### config.mk
export PLATFORM = sky130hd
export DESIGN_NAME = if_fetch
export DESIGN_NICKNAME = d
export VERILOG_FILES = /design/src/rtl/cpu_pkg.sv /design/src/rtl/if_fetch.sv
export SDC_FILE = /design/constraint.sdc
export NUM_CORES = 1
export LEC_CHECK = 0
export BUFFER_PORTS_ARGS = -buffer_cell sky130_fd_sc_hd__buf_4
export CAP_MARGIN = 30
export CORE_UTILIZATION = 45
export CTS_BUF_LIST = sky130_fd_sc_hd__clkbuf_8 sky130_fd_sc_hd__clkbuf_16
export DETAILED_ROUTE_END_ITERATION = 7
export PLACE_DENSITY = 0.92
export SLEW_MARGIN = 20
export SYNTH_ARGS = -nofsm -noshare
export SYNTH_HDL_FRONTEND = slang
export SYNTH_SLANG_ARGS = --single-unit
### constraint.sdc
create_clock -name clk -period 2.5 [get_ports clk]
set_input_delay 0.25 -clock clk [delete_from_list [all_inputs] [get_ports clk]]
set_output_delay 0.25 -clock clk [all_outputs]
set_load 0.05 [all_outputs]
### src/rtl/cpu_pkg.sv
// Shared CPU definitions: reset vector, fetch FSM encoding and the canonical NOP word.
package cpu_pkg;

   localparam int unsigned XLEN = 32;

   localparam logic [XLEN-1:0] RESET_PC_DEFAULT = 32'h8000_0000;
   localparam logic [XLEN-1:0] NOP              = 32'h0000_0013;

   typedef enum logic [2:0] {
      IDLE,
      REQ,
      WAIT,
      HOLD,
      ERR
   } fetch_state_e;

endpackage

### src/rtl/if_fetch.sv
// Instruction-fetch sequencer: owns the PC, issues one imem request at a time and
// hands the fetched word to decode; loads npc on every retire.
module if_fetch
   import cpu_pkg::*;
#(
   parameter logic [XLEN-1:0] RESET_PC = RESET_PC_DEFAULT
) (
   input  logic            clk,
   input  logic            rst,
   input  logic [XLEN-1:0] npc,
   output logic [XLEN-1:0] pc,
   output logic            imem_req,
   output logic [XLEN-1:0] imem_addr,
   input  logic            imem_gnt,
   input  logic            imem_rvalid,
   input  logic [XLEN-1:0] imem_rdata,
   output logic            inst_valid,
   output logic [XLEN-1:0] inst,
   input  logic            inst_ready,
   output logic            fetch_misaligned
);

   fetch_state_e    state_q, state_d;
   logic [XLEN-1:0] pc_q, pc_d;
   logic [XLEN-1:0] inst_q, inst_d;
   logic            misaligned_q, misaligned_d;
   logic            req_q, req_d;
   logic            valid_q, valid_d;

   always_ff @(posedge clk or posedge rst) begin
      if (rst) begin
         state_q      <= IDLE;
         pc_q         <= RESET_PC;
         inst_q       <= '0;
         misaligned_q <= 1'b0;
         req_q        <= 1'b0;
         valid_q      <= 1'b0;
      end else begin
         state_q      <= state_d;
         pc_q         <= pc_d;
         inst_q       <= inst_d;
         misaligned_q <= misaligned_d;
         req_q        <= req_d;
         valid_q      <= valid_d;
      end
   end

   // Next-state logic; handshake outputs are pre-decoded from the next state so they register cleanly.
   always_comb begin
      state_d      = state_q;
      pc_d         = pc_q;
      inst_d       = inst_q;
      misaligned_d = misaligned_q;
      req_d        = 1'b0;
      valid_d      = 1'b0;

      case (state_q)
         IDLE: state_d = REQ;
         REQ: begin
            if (imem_gnt) state_d = WAIT;
         end
         WAIT: begin
            if (imem_rvalid) begin
               inst_d  = imem_rdata;
               state_d = HOLD;
            end
         end
         HOLD: begin
            if (inst_ready) begin
               pc_d    = npc;
               state_d = (npc[1:0] == 2'b00) ? REQ : ERR;
            end
         end
         ERR:     state_d = ERR;
         default: state_d = IDLE;
      endcase

      misaligned_d = misaligned_q | (state_d == ERR);
      req_d        = (state_d == REQ);
      valid_d      = (state_d == HOLD);
   end

   assign pc               = pc_q;
   assign imem_addr        = pc_q;
   assign imem_req         = req_q;
   assign inst_valid       = valid_q;
   assign inst             = inst_q;
   assign fetch_misaligned = misaligned_q;

endmodule

Word level (Yosys, flattened, before mapping). Index checks and enable logic that the tools add are counted.

Bits of input ports: 69. Output and inout bits: 99. Register bits: 70. Word-level logic and storage cells: 23.

Reduce and logical (&&, ||, !) cells: 4. Multiplexer cells: 5. Eq/ne operators: 7. Bitwise operators: 1.

Operators by type and width (count): $pmux W3 S5 (1); $mux W3 (4); $eq A3 B2 Y1 const B (3); $eq A3 B1 Y1 const B (2); $eq A3 B3 Y1 const B (2); $reduce_and A2 Y1 (2); $logic_not A3 Y1 (1); $logic_not A2 Y1 (1); $or A1 B1 Y1 (1).

Logic depth before layout (Yosys ltp).
Depth in word-level cells: 6. Mapped depth: 5. Depth with buffers taken out: 3.

Least setup slack after synthesis. OpenSTA, ideal clock, no wires.

Kind: register -> register. Start point: reg state_q[2]. End point: reg inst_q[0] (netlist: inst[0]). Clock period less this slack: 1386 ps. Cell stages (with the launch flop): 5. Library setup time: 125 ps. Buffers on the path: 2. Data required time: 2375 ps. Data arrival time: 1261 ps. Path slack: 1114 ps. Path through: dfrtp_1 -> and4bb_1 -> buf_6 -> buf_6 -> mux2_4.

Longest elaborated chain between the ends: 2.

Ends and longest elaborated chain: start: declaration (line if_fetch.sv:23) `fetch_state_e state_q, state_d;`; start signal: assignment (line if_fetch.sv:39) `state_q <= state_d;`; $eq A3 B2 Y1 (line if_fetch.sv:57) `case (state_q)`; $reduce_and A2 Y1 (no source line); end signal: assignment (line if_fetch.sv:41) `inst_q <= inst_d;`; end: declaration (line if_fetch.sv:25) `logic [XLEN-1:0] inst_q, inst_d;`.

No other way between the ends. A chain may end at the register's enable or synchronous reset.

Worst setup path after layout.
Start point: reg state_q[1]. End point: reg pc_q[20] (netlist: imem_addr[20]).

Longest elaborated chain between the ends: 2.

Ends and longest elaborated chain: $eq A3 B2 Y1 (line if_fetch.sv:57); $reduce_and A2 Y1 (no source line); end signal: assignment (line if_fetch.sv:40) `pc_q <= pc_d;`; end: declaration (line if_fetch.sv:24) `logic [XLEN-1:0] pc_q, pc_d;`.

No other way between the ends.

==> key figures <==
Run status
  – Status: completed

Clock tree
  – H-tree levels: 3
  – Worst-Skew Late Latency: 330 ps
  – Clk buf depth: 2
  – Post-CTS setup buffer count: 0
  – Num CTS Buffers: 9
  – CTS Sinks: 70
  – Clock slew at reported path FFs: 80 ps
  – TritonCTS clock tree: built
  – Root buffer cell: clkbuf_8

Synth
  – Synthesized cell area: 3130 um2
  – Count leader, synth: dfrtp_1
  – Net Count, Synth: 261
  – Yosys reg bits: 70
  – Synthesis warning total: 0
  – Synth Instances: 192
  – Number of synthesized flops with an enable pin: 0
  – Mean area per synthesized cell: 16.3 um2
  – Top_reg_cell synth: dfrtp_1
  – Yosys top cell area share: 0.551
  – Commonest cells in the synthesized netlist: 69 x dfrtp_1, 59 x mux2_4, 32 x buf_4
  – Sequential element share of the synthesized area: 0.559
  – Post-synth top area cell: dfrtp_1
  – Post-synth ARST share: 1.00
  – Synth top area cells: dfrtp_1 55%, mux2_4 28%, buf_4 7.7%
  – Library cells used by synthesis: 21

Worst setup path
  – Data arrival, critical path: 2040 ps
  – CP Buf/Inv Count: 1
  – Crit Path Category: flip-flop to flip-flop
  – Crit path max-delay cell type: dfrtp_1
  – Worst-path maximum fanout: 16
  – Startpoint types: flip-flop
  – Req. time, crit path: 2710 ps
  – Worst path top cell family by delay: simple AND/OR/NAND/NOR gates
  – Slowest stage delay, CP: 450 ps
  – Setup crit end kind: flip-flop
  – CP Cell Sequence: and3b_1 -> nand2_2 -> buf_4 -> mux2_4

Routing
  – Wire length per cell: 15.3 um
  – 1st-pass router iterations: 3
  – Vias after detailed routing: 1997
  – Routed wire length: 6410 um
  – DRT iter0 DRCs: 42
  – Routed Antenna Nets: 0
  – Vias per cell: 4.75
  – # DRC: 0

Timing
  – Final Setup Violations: 0
  – Max Freq: 548 MHz
  – Slew @ Worst Pin: 614 ps
  – Setup TNS: 0 ps
  – Slew headroom: 0.590
  – Slew Viols, Final: 0
  – Final period utilization: 0.730
  – Unrepaired setup endpoints after global routing: false
  – Final min period: 1830 ps
  – Hold Fails Final Rpt: 0
  – Setup Skew: 13.0 ps

Floorplanning
  – Die Wd: 85.5 um
  – Cell Rows: 30
  – Die ar.: 7300 um2
  – Initial core utilization: 0.464
  – Num ports: 168
  – Core box area: 6760 um2
  – Die Span Y: 85.5 um

Global route
  – Largest net degree at the start of global routing: 42
  – Initial antenna violation count: 0
  – First-pass GRT wire length: 10100 um
  – All-Layer GR Usage: 0.180
  – Number of global-route vias before repair: 2065
  – Remaining Overflow, GRT: 0

Flow run
  – Max Cap Viol: 0

Layout
  – Fillers: 514
  – N_diodes: 0
  – Share of layout cells above drive strength 1: 0.753
  – Final layout net count: 405
  – Area delta synth->final: 40.7%

Min path
  – Min-delay worst type: input port to flip-flop

Place
  – PortBufs: 167
  – RePlAce Congestion: 0.696
  – DP HPWL: 4730 um
==> state kept, by name (all words and copies together) (netlist names) <==
signal,flops
state_q,3
inst,32
imem_req,1
inst_valid,1
fetch_misaligned,1
imem_addr,32
==> final timing paths <==
path | startpoint | endpoint | slack, ps | cells after the start
setup / recovery | state_q[1]$_DFF_PP0_ | imem_addr[20]$_DFFE_PP0P_ | 670 | 4
hold / removal | npc[25] | imem_addr[25]$_DFFE_PP0P_ | 140 | 2
setup reg to reg | state_q[1]$_DFF_PP0_ | imem_addr[20]$_DFFE_PP0P_ | 670 | 4
hold reg to reg | fetch_misaligned$_DFF_PP0_ | fetch_misaligned$_DFF_PP0_ | 480 | 1
max in group asynchronous | rst | imem_addr[31]$_DFFE_PP1P_ | 1240 | 4
min in group asynchronous | rst | inst[27]$_DFFE_PP0P_ | 550 | 3
==> worst register-to-register path: stages (launching register included) <==
cell and delay (ps):
dfrtp_1 450, and3b_1 230, nand2_2 380, buf_4 330, mux2_4 330
==> cell families (layout without fill, tap and decap cells) <==
group	count (synthesis)	count (layout)	synth area share
flops	70	70	0.559
buf+inv	40	188	0.103
mux	64	64	0.301
simple gates	11	11	0.0212
compound gates	7	7	0.0160
==> routing by layer <==
metal,vias up,GRT usage,share of wire,routed length [um]
li1,910,-,-,-
met1,979,0.229,0.42,2720
met2,99,0.295,0.49,3150
met3,9,0.0447,0.073,470
met4,0,0.0773,0.012,78
met5,-,0,0,0
==> layout by cell type (no fill, tap or decap) <==
cell type	count
a211oi_1	2
a21boi_1	1
a21oi_1	1
a31o_2	1
and3b_1	1
and4bb_2	1
buf_12	1
buf_4	170
bufinv_16	1
clkbuf_8	9
clkinv_2	2
clkinv_4	1
clkinvlp_4	2
dfrtp_1	69
dfstp_2	1
dlygate4sd3_1	1
inv_2	1
mux2_2	5
mux2_4	59
nand2_1	3
nand2_2	1
nand2b_1	1
nor2_1	2
o21ai_0	1
o32ai_1	1
or2_2	1
or2b_1	1
==> final cells by class <==
| type | instances | area (um2) | share of cell area |
|---|---|---|---|
| Tap cell | 80 | 100 | 0.0227 |
| Multi-Input combinational cell | 82 | 1060 | 0.240 |
| Clock buffer | 9 | 124 | 0.0281 |
| Timing Repair Buffer | 172 | 1310 | 0.296 |
| Inverter | 1 | 3.75 | 0.000851 |
| Sequential cell | 70 | 1750 | 0.398 |
| Clock inverter | 6 | 63.8 | 0.0145 |
==> repair_timing <==
| action | in CTS | in global routing |
|---|---|---|
| gates resized for setup | 0 | 0 |
| hold endpoints to repair | 6 | 0 |
| endpoints found under the setup margin | 0 | 0 |
| hold buffers | 1 | 0 |
==> through the flow <==
step | cells | util | area, um2 | setup WS [ps] | hold WS, ps
after floorplan | 192 | - | 3130 | 483 | 397
after global placement | 404 | 0.623 | 4210 | 764 | 367
after detailed placement | 404 | 0.623 | 4210 | 687 | 371
after CTS | 420 | 0.653 | 4410 | 678 | 123
after global routing | 420 | 0.653 | 4410 | 592 | 121
final | 420 | 0.653 | 4410 | 674 | 140
Power is left out: the tool's default activity adds up to more than one toggle a clock period on the data nets, which glitch-free logic cannot reach.
